`src/rtl/apb_pkg.sv`:
```
// Shared APB widths, FSM state type and the address decode helper
// used by the register-file completer.
package apb_pkg;

   localparam int APB_ADDR_W = 32;
   localparam int APB_DATA_W = 32;

   typedef enum logic {
      IDLE   = 1'b0,
      ACCESS = 1'b1
   } apb_state_e;

   typedef struct packed {
      logic [7:0] idx;
      logic       addr_err;
   } apb_dec_t;

   // Word index plus range/alignment error for a byte address.
   function automatic apb_dec_t apb_decode(input logic [APB_ADDR_W-1:0] paddr,
                                           input logic [APB_ADDR_W-1:0] base,
                                           input int unsigned           num_regs);
      logic [APB_ADDR_W-1:0] offset;
      apb_dec_t              d;
      offset     = paddr - base;
      d.idx      = offset[9:2];
      d.addr_err = (paddr[1:0] != 2'b00) || (paddr < base) || (offset >= num_regs * 4);
      return d;
   endfunction

endpackage

```
`src/rtl/apb_reg_bank.sv`:
```
// Array of 32-bit CSRs: one synchronous write port, one combinational read port.
module apb_reg_bank
   import apb_pkg::*;
#(
   parameter int                    NUM_REGS  = 16,
   parameter logic [APB_DATA_W-1:0] RESET_VAL = '0
) (
   input  logic                  clk,
   input  logic                  resetn,
   input  logic                  wr_en,
   input  logic [7:0]            wr_idx,
   input  logic [APB_DATA_W-1:0] wr_data,
   input  logic [7:0]            rd_idx,
   output logic [APB_DATA_W-1:0] rd_data
);

   logic [APB_DATA_W-1:0] regs [NUM_REGS];

   always_ff @(posedge clk) begin
      if (!resetn) begin
         for (int i = 0; i < NUM_REGS; i++) regs[i] <= RESET_VAL;
      end else if (wr_en) begin
         for (int i = 0; i < NUM_REGS; i++) begin
            if (wr_idx == 8'(i)) regs[i] <= wr_data;
         end
      end
   end

   // Compare-based select keeps out-of-range indices harmless (reads as 0).
   always_comb begin
      rd_data = '0;
      for (int i = 0; i < NUM_REGS; i++) begin
         if (rd_idx == 8'(i)) rd_data = regs[i];
      end
   end

endmodule

```
`src/rtl/apb_slave_regfile.sv`:
```
// APB completer in front of a CSR bank: configurable wait states,
// per-register read-only protection, fully registered response.
//
// state  | meaning
// IDLE   | waiting for a setup phase (psel=1, penable=0)
// ACCESS | transfer latched; counting wait states, then presenting pready
module apb_slave_regfile
   import apb_pkg::*;
#(
   parameter int                    NUM_REGS    = 16,
   parameter logic [APB_ADDR_W-1:0] BASE_ADDR   = 32'h0000_0000,
   parameter int                    WAIT_STATES = 0,
   parameter logic [NUM_REGS-1:0]   RO_MASK     = '0,
   parameter logic [APB_DATA_W-1:0] RESET_VAL   = 32'h0000_0000
) (
   input  logic                  clk,
   input  logic                  resetn,
   input  logic                  psel,
   input  logic                  penable,
   input  logic [APB_ADDR_W-1:0] paddr,
   input  logic                  pwrite,
   input  logic [APB_DATA_W-1:0] pwdata,
   output logic [APB_DATA_W-1:0] prdata,
   output logic                  pready,
   output logic                  pslverr
);

   apb_state_e            state, state_nx;
   logic [3:0]            wait_cnt, wait_nx;
   logic                  pready_nx, pslverr_nx;
   logic [APB_DATA_W-1:0] prdata_nx;

   logic                  lat_write, lat_err;
   logic [7:0]            lat_idx;
   logic [APB_DATA_W-1:0] lat_wdata;
   logic                  latch;

   apb_dec_t              dec;
   logic                  ro_now, err_now;
   logic                  wr_en;
   logic [7:0]            rd_idx;
   logic [APB_DATA_W-1:0] rd_data;

   always_comb begin
      dec    = apb_decode(paddr, BASE_ADDR, NUM_REGS);
      ro_now = 1'b0;
      for (int i = 0; i < NUM_REGS; i++) begin
         if (dec.idx == 8'(i)) ro_now = RO_MASK[i];
      end
      err_now = dec.addr_err | (pwrite & ~dec.addr_err & ro_now);
   end

   // Zero-wait reads are served straight from the live address in IDLE.
   assign rd_idx = (state == IDLE) ? dec.idx : lat_idx;

   apb_reg_bank #(
      .NUM_REGS  (NUM_REGS),
      .RESET_VAL (RESET_VAL)
   ) u_bank (
      .clk     (clk),
      .resetn  (resetn),
      .wr_en   (wr_en),
      .wr_idx  (lat_idx),
      .wr_data (lat_wdata),
      .rd_idx  (rd_idx),
      .rd_data (rd_data)
   );

   always_ff @(posedge clk) begin
      if (!resetn) begin
         state     <= IDLE;
         wait_cnt  <= '0;
         pready    <= 1'b0;
         pslverr   <= 1'b0;
         prdata    <= '0;
         lat_write <= 1'b0;
         lat_err   <= 1'b0;
         lat_idx   <= '0;
         lat_wdata <= '0;
      end else begin
         state    <= state_nx;
         wait_cnt <= wait_nx;
         pready   <= pready_nx;
         pslverr  <= pslverr_nx;
         prdata   <= prdata_nx;
         if (latch) begin
            lat_write <= pwrite;
            lat_err   <= err_now;
            lat_idx   <= dec.idx;
            lat_wdata <= pwdata;
         end
      end
   end

   always_comb begin
      state_nx   = state;
      wait_nx    = wait_cnt;
      pready_nx  = pready;
      pslverr_nx = pslverr;
      prdata_nx  = prdata;
      latch      = 1'b0;
      wr_en      = 1'b0;
      case (state)
         IDLE: begin
            if (psel && !penable) begin
               latch    = 1'b1;
               state_nx = ACCESS;
               wait_nx  = 4'(WAIT_STATES);
               if (WAIT_STATES == 0) begin
                  pready_nx  = 1'b1;
                  pslverr_nx = err_now;
                  prdata_nx  = (pwrite || err_now) ? '0 : rd_data;
               end
            end
         end
         ACCESS: begin
            if (!psel) begin
               state_nx   = IDLE;
               wait_nx    = '0;
               pready_nx  = 1'b0;
               pslverr_nx = 1'b0;
               prdata_nx  = '0;
            end else if (pready) begin
               wr_en      = lat_write & ~lat_err;
               state_nx   = IDLE;
               pready_nx  = 1'b0;
               pslverr_nx = 1'b0;
               prdata_nx  = '0;
            end else if (wait_cnt == 4'd1) begin
               pready_nx  = 1'b1;
               pslverr_nx = lat_err;
               prdata_nx  = (lat_write || lat_err) ? '0 : rd_data;
               wait_nx    = '0;
            end else begin
               wait_nx = wait_cnt - 4'd1;
            end
         end
         default: state_nx = IDLE;
      endcase
   end

endmodule

```
`config.mk`:
```
export PLATFORM = sky130hd
export DESIGN_NAME = apb_slave_regfile
export DESIGN_NICKNAME = d
export VERILOG_FILES = /design/src/rtl/apb_pkg.sv /design/src/rtl/apb_reg_bank.sv /design/src/rtl/apb_slave_regfile.sv
export SDC_FILE = /design/constraint.sdc
export NUM_CORES = 1
export LEC_CHECK = 0
export CAP_MARGIN = 20
export CORE_ASPECT_RATIO = 0.9
export CORE_MARGIN = 2
export CORE_UTILIZATION = 45
export DETAILED_ROUTE_END_ITERATION = 10
export PLACE_DENSITY = 0.61
export SLEW_MARGIN = 20
export SYNTH_ARGS = -nofsm -noshare
export SYNTH_HDL_FRONTEND = slang
export SYNTH_SLANG_ARGS = --single-unit
```
`constraint.sdc`:
```
create_clock -name clk -period 5.5 [get_ports clk]
set_clock_uncertainty 0.15 [all_clocks]
set_input_delay 0.825 -clock clk [delete_from_list [all_inputs] [get_ports clk]]
set_output_delay 0.825 -clock clk [all_outputs]
set_load 0.05 [all_outputs]
```
# --- Word level (Yosys, flattened, before mapping) ---
# Memory sizes are Yosys's and may differ from the RTL's.
# Cells that the tools add are included.
word_totals:
  register_bits: 81
  latch_bits: 0
  ram_bits: 512
  rom_bits: 0
  input_bits: 69
  out_inout_bits: 34
  wordCells: 205
  n_memories: 1
mem_list:
  columns: ["name", "words", "width", "read_ports", "rd_ports_with_merged_regs", "wr", "line", "source"]
  rows:
  - ["u_bank.regs", 16, 32, 16, 0, 16, "apb_reg_bank.sv:17", "logic [APB_DATA_W-1:0] regs [NUM_REGS];"]
classes:
  add_sub_neg: 1
  multipliers: 0
  div: 0
  order_cmp: 2
  n_eq_ne: 34
  shifts: 0
  mux: 128
  n_bitwise: 19
  n_reduce_logical: 11
ops:
  columns: ["operator", "n"]
  rows:
  - ["$mux 32", 38]
  - ["$eq 8x4->1 const B", 16]
  - ["$mux 1", 80]
  - ["$eq 8x3->1 const B", 8]
  - ["$pmux 32 s2", 1]
  - ["$eq 8x2->1 const B", 4]
  - ["$ge 32x7->1 const B", 1]
  - ["$lt 32x1->1 const B", 1]
  - ["$eq 8x1->1 const B", 2]
  - ["$logic_not 8->1", 2]
  - ["$mux 4", 4]
  - ["$or 1x1->1", 16]
  - ["$mux 8", 1]
  - ["$pmux 4 s2", 1]
  - ["$pmux 1 s2", 3]
  - ["$eq 4x1->1 const B", 1]
  - ["$logic_or 1x1->1", 4]
  - ["$ne 4x3->1 const B", 1]
  - ["$reduce_and 2->1", 2]
  - ["$sub 4x1->4 const B", 1]
  - ["$ne 3x3->1 const B", 1]
  - ["$ne 2x1->1 const B", 1]
  - ["$not 1->1", 2]
  - ["$reduce_bool 2->1", 1]
  - ["other kinds (3)", 3]

# --- Longest topological paths before layout ---
# Gate-level depths: netlist of run 1.
depth:
  depth_word: 23
  mapped_depth: 12
  depth_no_buf: 9

# --- Modules after synthesis ---
# A second synthesis of run 1 with hierarchy kept.
hier_totals:
  cells_unflattened: 2153
  hier_area_um2: 25884.8
modules_own_cells:
  columns: ["mod", "instances", "cells_each", "area_each_um2", "seq_area_each_um2"]
  rows:
  - ["apb_reg_bank", 1, 1719, 22320.2, 15374.7]
  - ["apb_slave_regfile", 1, 434, 3564.7, 1621.6]

# --- Least setup slack after synthesis of run 1 ---
# Ideal clock, no wire load.
synth_path:
  kind: "register to register"
  startpoint: "reg state"
  endpoint: "mem u_bank.regs[10][0], in the netlist u_bank.regs[1][64] (enable)"
  setup_time_ps: 466
  t_arrival_ps: 3972
  required_ps: 4884
  setup_slack_ps: 913
  path_stages_with_launch: 9
  path_buffers: 3
  period_less_slack_ps: 4587
  path_cell_list: "dfxtp_1 clkbuf_1 buf_2 buf_2 nand3_1 nor4b_1 nand2_1 or2_2 o21ai_0"
synth_rtl:
  columns: ["item", "line", "source"]
  rows:
  - ["start: declaration", "apb_slave_regfile.sv:28", "apb_state_e state, state_nx;"]
  - ["start signal: assignment", "apb_slave_regfile.sv:81", "state <= state_nx;"]
  - ["end: declaration", "apb_reg_bank.sv:17", null]

==> results of run 1 <==
final cells by class:
class	count	area, um^2
well taps	697	872
clock inverters	31	314
flip-flops and latches	593	17000
repair buffers	167	1540
multi-input cells	1193	6500
fillers	4527	25100
inverters	38	143
clock buffers	79	1620
through the flow:
stage	hold WS, ns	setup slack (ns)
after floorplan	0.287	0.913
after global placement	0.298	1.12
after detailed placement	0.301	1.14
after CTS	0.309	1.64
after global routing	0.326	1.36
final	0.308	1.64
how the worst max path moves through the flow:
stage               startpoint  cells past startpoint  slack, ns             endpoint
floorplan                state                      8       0.91   u_bank.regs[1][64]
global placement      paddr[2]                      8       1.12            prdata[1]
finish              lat_idx[7]                      8       1.64  u_bank.regs[0][157]
CTS                 lat_idx[7]                      8       1.64  u_bank.regs[0][157]
detailed placement    paddr[9]                      9       1.14           prdata[17]
global route        lat_idx[7]                      8       1.36  u_bank.regs[0][157]
metal layers:
| metal | vias to the layer above | GRT usage |
|---|---|---|
| met5 | - | 0 |
| met4 | 0 | 0.0901 |
| met3 | 156 | 0.0528 |
| met2 | 937 | 0.450 |
| met1 | 8588 | 0.369 |
| li1 | 7461 | - |
synthesized netlist by cell type, drive strengths merged, types with 4 or more instances:
cell type    n
a211oi      18
a21o         5
a21oi       95
a221o       11
a221oi      23
a222oi      16
a22o        17
a22oi       71
a311oi       9
a31oi       14
a32oi        8
and2         4
and3        10
buf         43
clkbuf     116
dfxtp       81
edfxtp     512
inv         38
mux2         7
nand2      254
nand2b       4
nand3       18
nand4       12
nor2       384
nor2b        4
nor3        10
nor4        12
o211ai      12
o21ai       56
o221ai       8
o22a         5
o22ai       39
o31ai        4
or2          6
or3          8
cell families after synthesis:
| family | after synthesis | synth area share |
|---|---|---|
| XOR/XNOR | 3 | 0.00109 |
| buffers and inverters | 197 | 0.0349 |
| AND/OR/NAND/NOR | 742 | 0.127 |
| AO/OA/AOI/OAI | 434 | 0.126 |
| flip-flops | 593 | 0.703 |
| adder cells (fa/ha/maj) | 2 | 0.00103 |
| multiplexers | 12 | 0.00688 |
critical path, stage by stage (launching register included):
cell	delay, ns
dfxtp_1	0.32
or4_1	0.62
nor4b_1	0.53
nor2b_1	0.22
nor2b_1	0.33
nand2_1	0.10
buf_4	0.26
nand2_1	0.66
buf_4	0.34
sequential cells by signal, indices dropped and copies added, names as in the netlist:
| register | count |
|---|---|
| u_bank.regs | 512 |
| lat_wdata | 32 |
| prdata | 32 |
| lat_idx | 8 |
| wait_cnt | 4 |
| lat_err | 1 |
| lat_write | 1 |
| pready | 1 |
| pslverr | 1 |
| state | 1 |
where the power goes:
part	leakage (nW)	total [mW]	switching, mW	internal, mW
combinational	2.73	0.497	0.354	0.143
sequential	5.95	5.11	0.0632	5.04
clock	0.964	4.07	1.72	2.35
==> summary.md, run 1 <==
| Metric | Value |
|---|---|
| Max Freq | `between 200 and 300 MHz` |
| Clock latency on the worst-skew pair | `slightly above 0.6 ns` |
| Nets | `around 2100` |
| Core box area | `about 53000 um^2` |
| Reg2reg setup slack | `roughly 1.6 ns` |
| Placed cells | `2688` |
| CTS tree | `done` |
| Post-CTS resize count | `0` |
| RSZ-0062 raised after global routing | `no` |
| Reg2reg end | `u_bank.regs[0][157]` |
| Period utilization | `0.702` |
| Drt drc | `0` |
| Max clock buf depth | `3` |
| Final non-filler cell total | `2798` |
| Leading cell type in the layout, fill and taps excluded | `edfxtp_1` |
| Period minus WS final | `3.86 ns` |
| Synthesized area | `24200 um^2` |
| Initial DRC Count | `approximately 2300` |
| P&R area growth vs syn | `15.7%` |
| GR Overflow Total | `0` |
| Hold EP | `lat_wdata[9]` |
| Clock Root Buffer | `clkbuf_16` |
| Post-Route Utilization | `0.528` |
| Sequential-to-total area share from yosys stat | `0.703` |
| Num CTS Buffers | `59` |
| Syn Area/Cell | `~12 um^2` |
| Worst EP arrival | `4.03 ns` |
| Final wirelength | `between 70000 and 80000 um` |
| Post-DR vias/cell | `6.13` |
| Yosys reg bits | `593` |
| Placed Area | `26100 um^2` |
| Final setup fails | `0` |
| Largest net degree at the start of global routing | `49` |
| Setup TNS | `0 ns` |
| Area leader, netlist | `edfxtp_1` |
| Crit Path Class | `register to register` |
| Ranking of synthesized cells by area | `edfxtp_1 (64%), dfxtp_1 (6.7%), nor2_1 (5.9%)` |
| Met2 WL | `about 36000 um` |
| Relative slew slack | `0.229` |
| Pre-antenna DRT Iters | `9` |
| Synth cell types | `79` |
| Cts hold-fix bufs | `0` |
| Clk sink count | `593` |
| Die Width | `248 um` |
| Post-synth top area share | `0.636` |
| # rows | `80` |
| Final HPWL DP | `46400 um` |
| # Max-Cap Violations | `0` |
| Diodes inserted | `0` |
| Worst Hold Class | `register to register` |
| R2R Path Start | `lat_idx[7]` |
| Detail Route met3 WL | `7580 um` |
| First-pass GRT wire length | `111000 um` |
| Final Max Tran Viols | `0` |
| Syn Nets | `2054` |
| Synth Warn # | `0` |
| Final hold violations | `0` |
| RePlAce Congestion | `~0.9` |
| Ys flop type | `edfxtp_1` |
| Die area | `55600 um^2` |
| P per Cell Area | `approximately 350 nW/um^2` |
| Wire per inst | `27.2 um` |
| CP endpoint kind | `register` |
| Ys async rst share | `0` |
| Design Area, Final | `28000 um^2` |
| Tot Pwr | `about 9.7 mW` |
| Worst Path Max Fanout | `33` |
| EDFF count, synth | `512` |
| IO Count | `103` |
| Vias | `17142` |
| Initial antenna violation count | `0` |
| Share of cells above drive strength 1 | `0.0995` |
| Uppermost layer routed | `met4` |
| Wire length on met1 | `between 20000 and 30000 um` |
| Die Height | `224 um` |
| GRT Resource Usage Total | `0.275` |
| Static Leak | `9.65 nW` |
| Initial cell density of the core | `0.456` |
| Reg clk slew, reported paths | `0.06 ns` |
| Status | `finished clean` |
| Post-Syn Instances | `1983` |
| H-tree Lvls | `2` |
| Postcts setup bufs | `0` |
| Actual slew at the worst max-slew pin | `1.16 ns` |
| Worst Hold Depth | `2` |
| R2R depth | `8` |
| Hold_sp | `lat_wdata[9]` |
| Worst Path Required | `between 5 and 6 ns` |
| IO buf count | `just over 100` |
| Antenna Violating Nets Remaining | `0` |
| Vias in the first global route | `16640` |
| Peak supply drop | `0.000228 V` |
| Most frequent cells in the layout | `edfxtp_1 (512), nor2_1 (382), nand2_1 (254), clkdlybuf4s50_1 (101), a21oi_1 (83)` |
| Worst setup SP type | `register` |
No activity file was read; power rests on OpenSTA's default activity.
==> run 2, diff against run 1 <==
- clock period: 5.5 -> 4 ns (I/O delays scaled with it)
==> summary.md, run 2 (same netlist as run 1, synthesis figures left out) <==
| Metric | Value |
|---|---|
| Final wirelength | `75600 um` |
| Max clock buf depth | `3` |
| Storage element area | `~17000 um^2` |
| Period utilization | `0.865` |
| Net Sw Frac | `0.226` |
| Wire per inst | `26.8 um` |
| Post-DR vias/cell | `about 6.1` |
| RePlAce Congestion | `0.865` |
| GR Overflow Total | `0` |
| Clock latency on the worst-skew pair | `around 0.65 ns` |
| Post-Route Utilization | `0.533` |
| # rows | `80` |
| Worst setup SP type | `register` |
| Cts hold-fix bufs | `0` |
| Biggest register | `u_bank.regs` |
| Logic pwr share | `0.054` |
| Initial cell density of the core | `0.456` |
| Vias | `17135` |
| Largest net degree at the start of global routing | `60` |
| Worst-path cell chain | `buf_4 -> nor4b_1 -> and2_1 -> o21ai_2 -> buf_4 -> o211ai_1 -> a211oi_1 -> o211ai_1 -> nand2_1` |
| Final HPWL DP | `46800 um` |
| Period minus WS final | `3.46 ns` |
| Die Width | `248 um` |
| H-tree Lvls | `2` |
| Internal power | `10.1 mW` |
| Worst Path Required | `~4.4 ns` |
| Leading cell type in the layout, fill and taps excluded | `edfxtp_1` |
| Drt drc | `0` |
| CP max stage delay | `0.72 ns` |
| Status | `finished clean` |
| Max Freq | `slightly below 300 MHz` |
| Crit Path Class | `register to register` |
| Diodes inserted | `0` |
| Num CTS Buffers | `58` |
| Worst EP arrival | `3.89 ns` |
| Reg clk slew, reported paths | `0.06 ns` |
| RSZ-0062 raised after global routing | `no` |
| P per Cell Area | `463 nW/um^2` |
| Final hold violations | `0` |
| GRT Resource Usage Total | `0.276` |
| Max reg flops | `~500` |
| CTS tree | `done` |
| Peak supply drop | `0.000343 V` |
| Wire length on met1 | `30000 um` |
| Detail Route met3 WL | `7370 um` |
| Final Max Tran Viols | `0` |
| Core box area | `53100 um^2` |
| Share of cells above drive strength 1 | `0.104` |
| Initial antenna violation count | `0` |
| Psw | `2.96 mW` |
| Pre-antenna DRT Iters | `6` |
| Tot Pwr | `13.1 mW` |
| Layout fillers | `4468` |
| Relative slew slack | `0.245` |
| IO buf count | `~100` |
| Clk sink count | `593` |
| Reg2reg setup slack | `between 0.5 and 0.6 ns` |
| Met2 WL | `35000 um` |
| Worst Path Max Fanout | `19` |
| Initial DRC Count | `between 2000 and 2500` |
| Clock Root Buffer | `clkbuf_16` |
| Crit-path slowest cell | `dfxtp_1` |
| # Max-Cap Violations | `0` |
| Uppermost layer routed | `met4` |
| Static Leak | `between 9 and 10 nW` |
| Sequential fraction of design power | `0.536` |
| Die Height | `224 um` |
| Worst Hold Class | `register to register` |
| IO Count | `between 100 and 150` |
| Antenna Violating Nets Remaining | `0` |
| Nets | `about 2100` |
| Clock network power share | `0.410` |
| P&R area growth vs syn | `16.8%` |
| Actual slew at the worst max-slew pin | `1.12 ns` |
| Biggest regs | `u_bank.regs (512), lat_wdata (32), prdata (32)` |
| First-pass GRT wire length | `112000 um` |
| Postcts setup bufs | `0` |
| Final setup fails | `0` |
| Area of the multi-input gates | `between 6000 and 7000 um^2` |
| Post-CTS resize count | `0` |
| Vias in the first global route | `16894` |
| Most frequent cells in the layout | `edfxtp_1 (512), nor2_1 (382), nand2_1 (254), clkdlybuf4s50_1 (101), a21oi_1 (83)` |
| CP endpoint kind | `register` |
| Die area | `around 56000 um^2` |
-- run 2: power by group through the flow --
stage | sequential (mW) | combinational (mW) | clock (mW)
6_report | 7.02 | 0.708 | 5.37
5_1_grt | 7.04 | 0.750 | 5.66
4_1_cts | 7.02 | 0.706 | 5.40
3_5_place_dp | 7.15 | 0.705 | 0
3_3_place_gp | 7.14 | 0.695 | 0
2_1_floorplan | 7.13 | 0.347 | 0
-- run 2: final cells by class --
cell class                      count  area share
Sequential cell                   593       0.602
Multi-Input combinational cell   1193       0.229
Timing Repair Buffer              190      0.0678
Clock buffer                       81      0.0565
Tap cell                          697      0.0309
Clock inverter                     28     0.00886
Inverter                           38     0.00505
-- run 2: stage by stage --
stage | hold slack (ns) | setup TNS (ns) | cell area (um^2) | setup slack (ns) | std cells
floorplan | 0.287 | -50.97 | 24200 | -0.587 | 1983
global placement | 0.294 | 0 | 26400 | 0.196 | 2711
detailed placement | 0.298 | 0 | 26400 | 0.237 | 2711
CTS | 0.307 | 0 | 28300 | 0.625 | 2820
global route | 0.328 | 0 | 28300 | 0.499 | 2820
finish | 0.305 | 0 | 28300 | 0.539 | 2820
-- run 2: metal layers --
| layer | GRT usage | up-vias |
|---|---|---|
| met5 | 0 | - |
| met1 | 0.379 | 8563 |
| met3 | 0.0489 | 169 |
| met4 | 0.117 | 0 |
| met2 | 0.432 | 905 |
| li1 | - | 7498 |
-- run 2: final timing paths --
path	from	endpoint	depth (start not counted)
worst max register to register	state	prdata[9]	9
worst max-delay path	state	prdata[9]	9
worst min register to register	lat_wdata[18]	lat_wdata[18]	2
worst min-delay path	lat_wdata[18]	lat_wdata[18]	2
-- run 2: critical path, delay by kind of cell (launching register included) --
kind | cells | cell delay, ns
flops | 1 | 0.72
compound gates | 4 | 1.36
simple gates | 3 | 0.44
buf+inv | 2 | 0.73
==> run 3, diff against run 2 <==
- CORE_UTILIZATION: 45 -> 50
- HOLD_SLACK_MARGIN: default -> 0.05
- PLACE_DENSITY: 0.61 -> 0.67
==> summary.md, run 3 (same netlist as run 1, synthesis figures left out) <==
| Metric | Value |
|---|---|
| Status | `finished clean` |
| Clk sink count | `593` |
| # Max-Cap Violations | `0` |
| Relative slew slack | `0.281` |
| CTS tree | `done` |
| Initial cell density of the core | `0.506` |
| GR Overflow Total | `0` |
| Biggest register | `u_bank.regs` |
| Final non-filler cell total | `2743` |
| Post-CTS resize count | `0` |
| Met3 Use GR | `0.0764` |
| Peak supply drop | `~0.00036 V` |
| Clock latency on the worst-skew pair | `around 0.63 ns` |
| Actual slew at the worst max-slew pin | `1.07 ns` |
| Grt peak-use layer | `met2` |
| Postcts setup bufs | `0` |
| Max Freq | `roughly 290 MHz` |
| Crit Path Class | `register to register` |
| Net Sw Frac | `0.223` |
| # rows | `76` |
| Most frequent cells in the layout | `edfxtp_1 (512), nor2_1 (382), nand2_1 (254), clkdlybuf4s50_1 (101), a21oi_1 (83)` |
| Drt drc | `0` |
| Leading cell type in the layout, fill and taps excluded | `edfxtp_1` |
| Reg clk slew, reported paths | `0.06 ns` |
| Worst slack at placement | `0.159 ns` |
| Worst setup margin | `0.530 ns` |
| Max reg flops | `512` |
| P&R area growth vs syn | `16.4%` |
| Antenna Violating Nets Remaining | `0` |
| RePlAce Congestion | `roughly 0.9` |
| Period utilization | `0.867` |
| Worst-path cell chain | `buf_4 -> and4bb_2 -> o21ai_4 -> o21ai_0 -> a211oi_1 -> o311a_1` |
| Worst Path Required | `4.41 ns` |
| CP max stage delay | `~0.8 ns` |
| Num CTS Buffers | `58` |
| Die Height | `213 um` |
| Cell family with most CP delay | `compound AO/OA/AOI/OAI gates` |
| Largest net degree at the start of global routing | `48` |
| GRT Resource Usage Total | `0.292` |
| Vias | `17285` |
| Logic pwr share | `0.053` |
| Final HPWL DP | `44600 um` |
| Static Leak | `around 9.8 nW` |
| First-pass GRT wire length | `107000 um` |
| Worst Path Max Fanout | `24` |
| CP endpoint kind | `register` |
| Die Width | `236 um` |
| Final Max Tran Viols | `0` |
| Worst EP arrival | `3.88 ns` |
| Diodes inserted | `0` |
| Initial antenna violation count | `0` |
| Core box area | `roughly 48000 um^2` |
| IO Count | `slightly above 100` |
| Wire per inst | `26.8 um` |
| Final hold violations | `0` |
| Psw | `2.93 mW` |
| H-tree Lvls | `2` |
| Initial DRC Count | `2409` |
| Vias in the first global route | `16644` |
| Pre-antenna DRT Iters | `6` |
| Die area | `50200 um^2` |
| Worst Hold Class | `register to register` |
| Max clock buf depth | `3` |
| Final wirelength | `73600 um` |
| P per Cell Area | `467 nW/um^2` |
| Met2 GRT Util | `0.458` |
| Crit-path slowest cell | `o21ai_4` |
| Sequential fraction of design power | `0.534` |
| Period minus WS final | `3.47 ns` |
| GR Util met1 | `0.381` |
| Clock Root Buffer | `clkbuf_16` |
| Critical path buffers and inverters | `1` |
| Worst setup SP type | `register` |
| Nets | `between 2000 and 2500` |
| Placed cells | `2635` |
| Final setup fails | `0` |
| RSZ-0062 raised after global routing | `no` |
| Internal power | `10.2 mW` |
| Share of cells above drive strength 1 | `0.103` |
| IO buf count | `102` |
| Post-DR vias/cell | `6.30` |
| Biggest regs | `u_bank.regs (512), lat_wdata (32), prdata (32)` |
| Cts hold-fix bufs | `0` |
| Clock network power share | `0.412` |
==> run 3: path summary, 6_finish.rpt <==
kind / from / end / slack [ns] / cells after the start
worst max-delay path: state / prdata[31] / 0.53 / 6
worst min-delay path: lat_wdata[27] / lat_wdata[27] / 0.31 / 2
worst max register to register: state / prdata[31] / 0.53 / 6
worst min register to register: lat_wdata[27] / lat_wdata[27] / 0.31 / 2
==> run 3: cell type report <==
class	instances	area [um^2]
clock inverters	28	265
repair buffers	187	1890
inverters	38	143
well taps	624	781
clock buffers	80	1600
fillers	3790	19700
multi-input cells	1193	6480
flip-flops and latches	593	17000
==> run 3: tightest hold or removal path: stages (launching register included) <==
cell and delay [ns]:
dfxtp_1 0.31, nand2_1 0.05, a21oi_1 0.05
==> run 3: power by group through the flow <==
| stage | Clock [mW] | Combinational (mW) | Sequential [mW] |
|---|---|---|---|
| CTS | 5.46 | 0.695 | 7.02 |
| global placement | 0 | 0.684 | 7.14 |
| floorplan | 0 | 0.347 | 7.13 |
| detailed placement | 0 | 0.692 | 7.15 |
| global route | 5.68 | 0.743 | 7.03 |
| finish | 5.42 | 0.703 | 7.02 |
==> run 3: per-stage QoR <==
stage	setup TNS [ns]	cell area, um^2	hold WS [ns]	power (mW)	utilization
3_5_place_dp	0	26300	0.298	7.84	0.550
6_report	0	28200	0.308	13.1	0.589
4_1_cts	0	28200	0.307	13.2	0.589
5_1_grt	0	28200	0.326	13.5	0.589
2_1_floorplan	-50.97	24200	0.287	7.48	-
3_3_place_gp	0	26300	0.299	7.82	0.550
==> run 3: routing by layer <==
| metal | vias to the layer above | routed length (um) |
|---|---|---|
| met5 | - | 0 |
| met4 | 0 | 3680 |
| met3 | 195 | 8860 |
| met2 | 1079 | 33300 |
| met1 | 8516 | 27800 |
| li1 | 7495 | - |
==> edit 1 (config.mk and constraints of run 2) <==
`WAIT_STATES`: 0 -> 1.
--- a/src/rtl/apb_slave_regfile.sv
+++ b/src/rtl/apb_slave_regfile.sv
@@ -10,5 +10,5 @@
    parameter int                    NUM_REGS    = 16,
    parameter logic [APB_ADDR_W-1:0] BASE_ADDR   = 32'h0000_0000,
-   parameter int                    WAIT_STATES = 0,
+   parameter int                    WAIT_STATES = 1,
    parameter logic [NUM_REGS-1:0]   RO_MASK     = '0,
    parameter logic [APB_DATA_W-1:0] RESET_VAL   = 32'h0000_0000
Check against the original RTL: not equivalent (Yosys sat finds a counterexample within 4 cycles, from zero or initial values and one cycle with resetn low).
==> edit 1 against run 2 <==
- area after synthesis fell by 0.42%
- count of clock-buffer cells in the layout did not move
- sequential cell count did not move
- non-clock buffer count rose by 15
- total power rose by 1.3%
- setup slack improved by 150 ps
- hold slack improved by 5.6 ps
- global-route usage fell by 0.98 points
- wire length fell by 3.3%
- final area rose by 0.57%
- critical path depth did not move
- sequential share of layout area fell by 0.34 points
- critical endpoint is now prdata[11]
==> edit 1: results (changes against run 2) <==
- Nets@finish: 2162 (was 2145)
- Peak supply drop: 428 uV (was 343 uV)
- Flop-to-flop setup slack: 690 ps (was 540 ps)
- Highest metal used: met5 (was met4)
- CP Capture Point: prdata[11] (was prdata[9])
- Largest net degree at the start of global routing: 51 (was 60)
- Final cell count without fillers: 2835 (was 2820)
- Post-Synth XOR/XNOR Area: 0% (was 0.109%)
- M1 WL: 28800 um (was 30000 um)
- Worst Hold Endpoint: lat_wdata[15] (was lat_wdata[18])
- Status: complete, no violations (unchanged)
- Multi-input logic cell count: 1194 (was 1193)
- Number of buffers created by CTS: 59 (was 58)
- Crit path DAT: 3690 ps (was 3890 ps)
- Place WS: 274 ps (was 237 ps)
- CP max-delay cell: a311oi_1 (was dfxtp_1)
- WL met3: 6420 um (was 7370 um)
- Grt met3 use: 4.78% (was 4.89%)
- CP max FO: 20 (was 19)
- Share of layout cells above drive strength 1: 10.0% (was 10.4%)
- Sequential-to-total area share from yosys stat: 70.6% (was 70.3%)
- Crit path time final: 3310 ps (was 3460 ps)
- Syn Area/Cell: 12.2 um^2 (about the same)
- First-pass GRT wire length: 108000 um (was 112000 um)
- Adder-cell share of the synthesized area: 0.104% (was 0.103%)
- Area contributors post-synth: edfxtp_1 (64%), dfxtp_1 (6.7%), nor2_1 (5.7%), nand2_1 (4.2%), a22oi_1 (2.9%) (was edfxtp_1 (64%), dfxtp_1 (6.7%), nor2_1 (5.9%), nand2_1 (3.9%), a22oi_1 (2.2%))
- Largest family of logic cells by synthesized area: compound AO/OA/AOI/OAI gates (was simple AND/OR/NAND/NOR gates)
- WL met2: 34800 um (was 35000 um)
- Hold Worst Slack: 311 ps (was 305 ps)
- DRT iter0 DRCs: 1994 (was 2165)
-- edit 1: changes by cell type after synthesis, sizes merged, moves of 12 or more --
cell,delta
a22oi,+23
a211oi,-15
a21oi,-37
a21boi,+50
nor2,-18
buf,-15
o21ai,+12
nand2,+14
-- edit 1: power breakdown --
part | internal (mW) | switching [mW] | total [mW]
combinational | 0.200 | 0.436 | 0.637
sequential | 6.93 | 0.0797 | 7.01
clock | 3.30 | 2.32 | 5.62
-- edit 1: per-stage QoR --
stage | setup TNS (ps) | instance area, um^2 | utilization (%)
2_1_floorplan | -35190 | 24100 | -
3_3_place_gp | 0 | 26500 | 50.0
3_5_place_dp | 0 | 26500 | 50.0
4_1_cts | 0 | 28400 | 53.7
5_1_grt | 0 | 28400 | 53.7
6_report | 0 | 28400 | 53.7
-- edit 1: worst max-delay path: cells and delay by family (launching register included) --
family,cells,cell delay [ps]
compound gates,4,1480
buf+inv,2,660
flops,1,550
simple gates,3,370
==> edit 2 (config.mk and constraints of run 2) <==
Without the edit above. Register the output `pslverr` once more, cleared by the reset; this adds one clock of latency there. The other outputs are not delayed to match.
--- a/src/rtl/apb_slave_regfile.sv
+++ b/src/rtl/apb_slave_regfile.sv
@@ -25,4 +25,6 @@
    output logic                  pslverr
 );
+
+   logic pslverr_s0;
 
    apb_state_e            state, state_nx;
@@ -72,5 +74,5 @@
          wait_cnt  <= '0;
          pready    <= 1'b0;
-         pslverr   <= 1'b0;
+         pslverr_s0 <= 1'b0;
          prdata    <= '0;
          lat_write <= 1'b0;
@@ -82,5 +84,5 @@
          wait_cnt <= wait_nx;
          pready   <= pready_nx;
-         pslverr  <= pslverr_nx;
+         pslverr_s0 <= pslverr_nx;
          prdata   <= prdata_nx;
          if (latch) begin
@@ -97,5 +99,5 @@
       wait_nx    = wait_cnt;
       pready_nx  = pready;
-      pslverr_nx = pslverr;
+      pslverr_nx = pslverr_s0;
       prdata_nx  = prdata;
       latch      = 1'b0;
@@ -140,4 +142,12 @@
    end
 
+   always_ff @(posedge clk) begin
+      if (!resetn) begin
+         pslverr <= '0;
+      end else begin
+         pslverr <= pslverr_s0;
+      end
+   end
+
 endmodule
 
Behaviour: not the same (a bounded check fails within 4 cycles, from zero or initial values and one cycle with resetn low).
==> edit 2 against run 2 <==
- sequential cell count grew 1
- synthesized cell count grew 0.45%
- via count grew 0.44%
- sequential power is essentially flat
- final area grew 1.4%
- final cell count grew 1.1%
- total power shrank 0.38%
- combinational power shrank 2%
- fmax grew 8.7%
- non-clock buffer count grew 17
- critical endpoint is now prdata[10]
- wire length shrank 1.7%
- setup slack gained 280 ps
- largest cell class unchanged
- area after synthesis grew 0.98%
==> edit 2: results (changes against run 2) <==
- HP Class: flip-flop to flip-flop (unchanged)
- Area contributors post-synth: edfxtp_1 (63%), dfxtp_1 (6.7%), nor2_1 (6.0%), nand2_1 (3.7%), a22oi_1 (2.1%) (was edfxtp_1 (64%), dfxtp_1 (6.7%), nor2_1 (5.9%), nand2_1 (3.9%), a22oi_1 (2.2%))
- First-pass GRT wire length: 111000 um (was 112000 um)
- Top Registers: u_bank.regs (512), lat_wdata (32), prdata (32) (unchanged)
- H-Tree Depth: 2 (unchanged)
- Syn Area/Cell: 12.3 um^2 (was 12.2 um^2)
- Post_cts resized: 0 (unchanged)
- Sequential-to-total area share from yosys stat: 69.7% (was 70.3%)
- DR vias/cell: 6.04 (was 6.08)
- GR Layer Usage met2: 45.4% (was 43.2%)
- Async set-or-reset flop fraction in the synthesized netlist: 0% (unchanged)
- Crit path DAT: 3580 ps (was 3890 ps)
- Adder-cell share of the synthesized area: 0.102% (was 0.103%)
- GRT Resource Usage Total: 26.6% (was 27.6%)
- Internal: 10.2 mW (was 10.1 mW)
- Skew-Pair Late Insertion Delay: 630 ps (was 650 ps)
- CP max FO: 28 (was 19)
- Routed WL: 74300 um (was 75600 um)
- Deepest clock path buffer count: 3 (unchanged)
- Worst Max-Slew Pin Slew: 978 ps (was 1120 ps)
- Antenna violations before repair: 0 (unchanged)
- Place WS: 295 ps (was 237 ps)
- Cell Area, Placed: 0.0268 mm^2 (was 0.0264 mm^2)
- Status: complete, no violations (unchanged)
- GP Congestion: 0.893 (was 0.865)
- FF/Latch Area: 0.0170 mm^2 (about the same)
- PortBufs: 102 (unchanged)
- DRT iter0 DRCs: 1948 (was 2165)
- TritonRoute pass-1 iters: 8 (was 6)
- Grt met3 use: 4.07% (was 4.89%)
- Leak: 9.96 nW (was 9.75 nW)
- Largest net degree at the start of global routing: 49 (was 60)
- Vias: 17211 (was 17135)
- Nets@finish: 2175 (was 2145)
- Ys Warns: 0 (unchanged)
- Critical Path Max Stage Delay: 670 ps (was 720 ps)
- Post-synth EDFFs: 512 (unchanged)
- Reg with most FFs: u_bank.regs (unchanged)
- Filler Cell Count: 4454 (was 4468)
- CP max-delay cell: dfxtp_1 (unchanged)
- Peak supply drop: 371 uV (was 343 uV)
- Met1 Use GR: 34.1% (was 37.9%)
- Top cells by count, synth: edfxtp_1 (512), nor2_1 (393), nand2_1 (240) (was edfxtp_1 (512), nor2_1 (383), nand2_1 (254))
- Post-Synthesis Net Count: 2063 (was 2054)
- Share of layout cells above drive strength 1: 11.4% (was 10.4%)
- Antenna diode count: 0 (unchanged)
- Clock-pin slew on the worst setup and hold paths: 60 ps (about the same)
- Setup Fix Bufs, Post-CTS: 0 (unchanged)
- Mux contribution to synthesized area: 1.49% (was 0.688%)
- Inst Count DP: 2740 (was 2711)
- Number of buffers created by CTS: 59 (was 58)
- Compound-Gate Fraction of Synth Area: 12.8% (was 12.6%)
- Distinct cells, synth: 75 (was 79)
- Hpwl dp: 47000 um (was 46800 um)
- CTS root buf: clkbuf_16 (unchanged)
- Post-Synth XOR/XNOR Area: 0% (was 0.109%)
## edit 2: changes by cell type in the layout (fill, tap and decap cells not counted), sizes merged, moves of 9 or more
cell	before	now
nor2	384	393
nand3	18	27
nand2	254	240
o211ai	12	3
mux4	3	13
clkbuf	81	91
buf	89	106
## edit 2: cell families after synthesis
| kind of cell | after synthesis |
|---|---|
| flip-flops | 594 |
| buffers and inverters | 192 |
| multiplexers | 20 |
| AO/OA/AOI/OAI | 438 |
| adder cells (fa/ha/maj) | 2 |
| AND/OR/NAND/NOR | 746 |
## edit 2: final timing paths
check | from | cells after the start | end | slack [ps]
hold / removal | lat_wdata[30] | 2 | lat_wdata[30] | 300
hold reg to reg | lat_wdata[30] | 2 | lat_wdata[30] | 300
setup reg to reg | lat_idx[1] | 9 | prdata[10] | 820
setup / recovery | lat_idx[1] | 9 | prdata[10] | 820
## edit 2: critical path: cells and delay by family, from the launching register on
kind,cells,cell delay (ps)
AOI/OAI and AO/OA,6,1320
buffers and inverters,2,760
DFF,1,670
and+or+nand+nor,1,200
## edit 2: power by group through the flow
stage | sequential [mW] | clock, mW | combinational, mW
2_1_floorplan | 7.14 | 0 | 0.337
3_3_place_gp | 7.15 | 0 | 0.686
3_5_place_dp | 7.15 | 0 | 0.694
4_1_cts | 7.02 | 5.37 | 0.696
5_1_grt | 7.04 | 5.64 | 0.736
6_report | 7.03 | 5.33 | 0.695
## edit 2: layout make-up
type	instances	share of cell area, %
multi-input combinational	1206	23.5
tap	697	3.05
sequential	594	59.4
clock buffer	91	5.96
clock inverter	19	0.529
timing repair buffer	207	7.09
inverter	36	0.472
## edit 2: metal layers
metal  wire (um)  up-vias  part of all wire, %
met3        5810      147                  7.8
met4        2950        0                  4.0
met5           0        -                    0
li1            -     7600                    -
met1       29200     8631                   39
met2       36300      833                   49
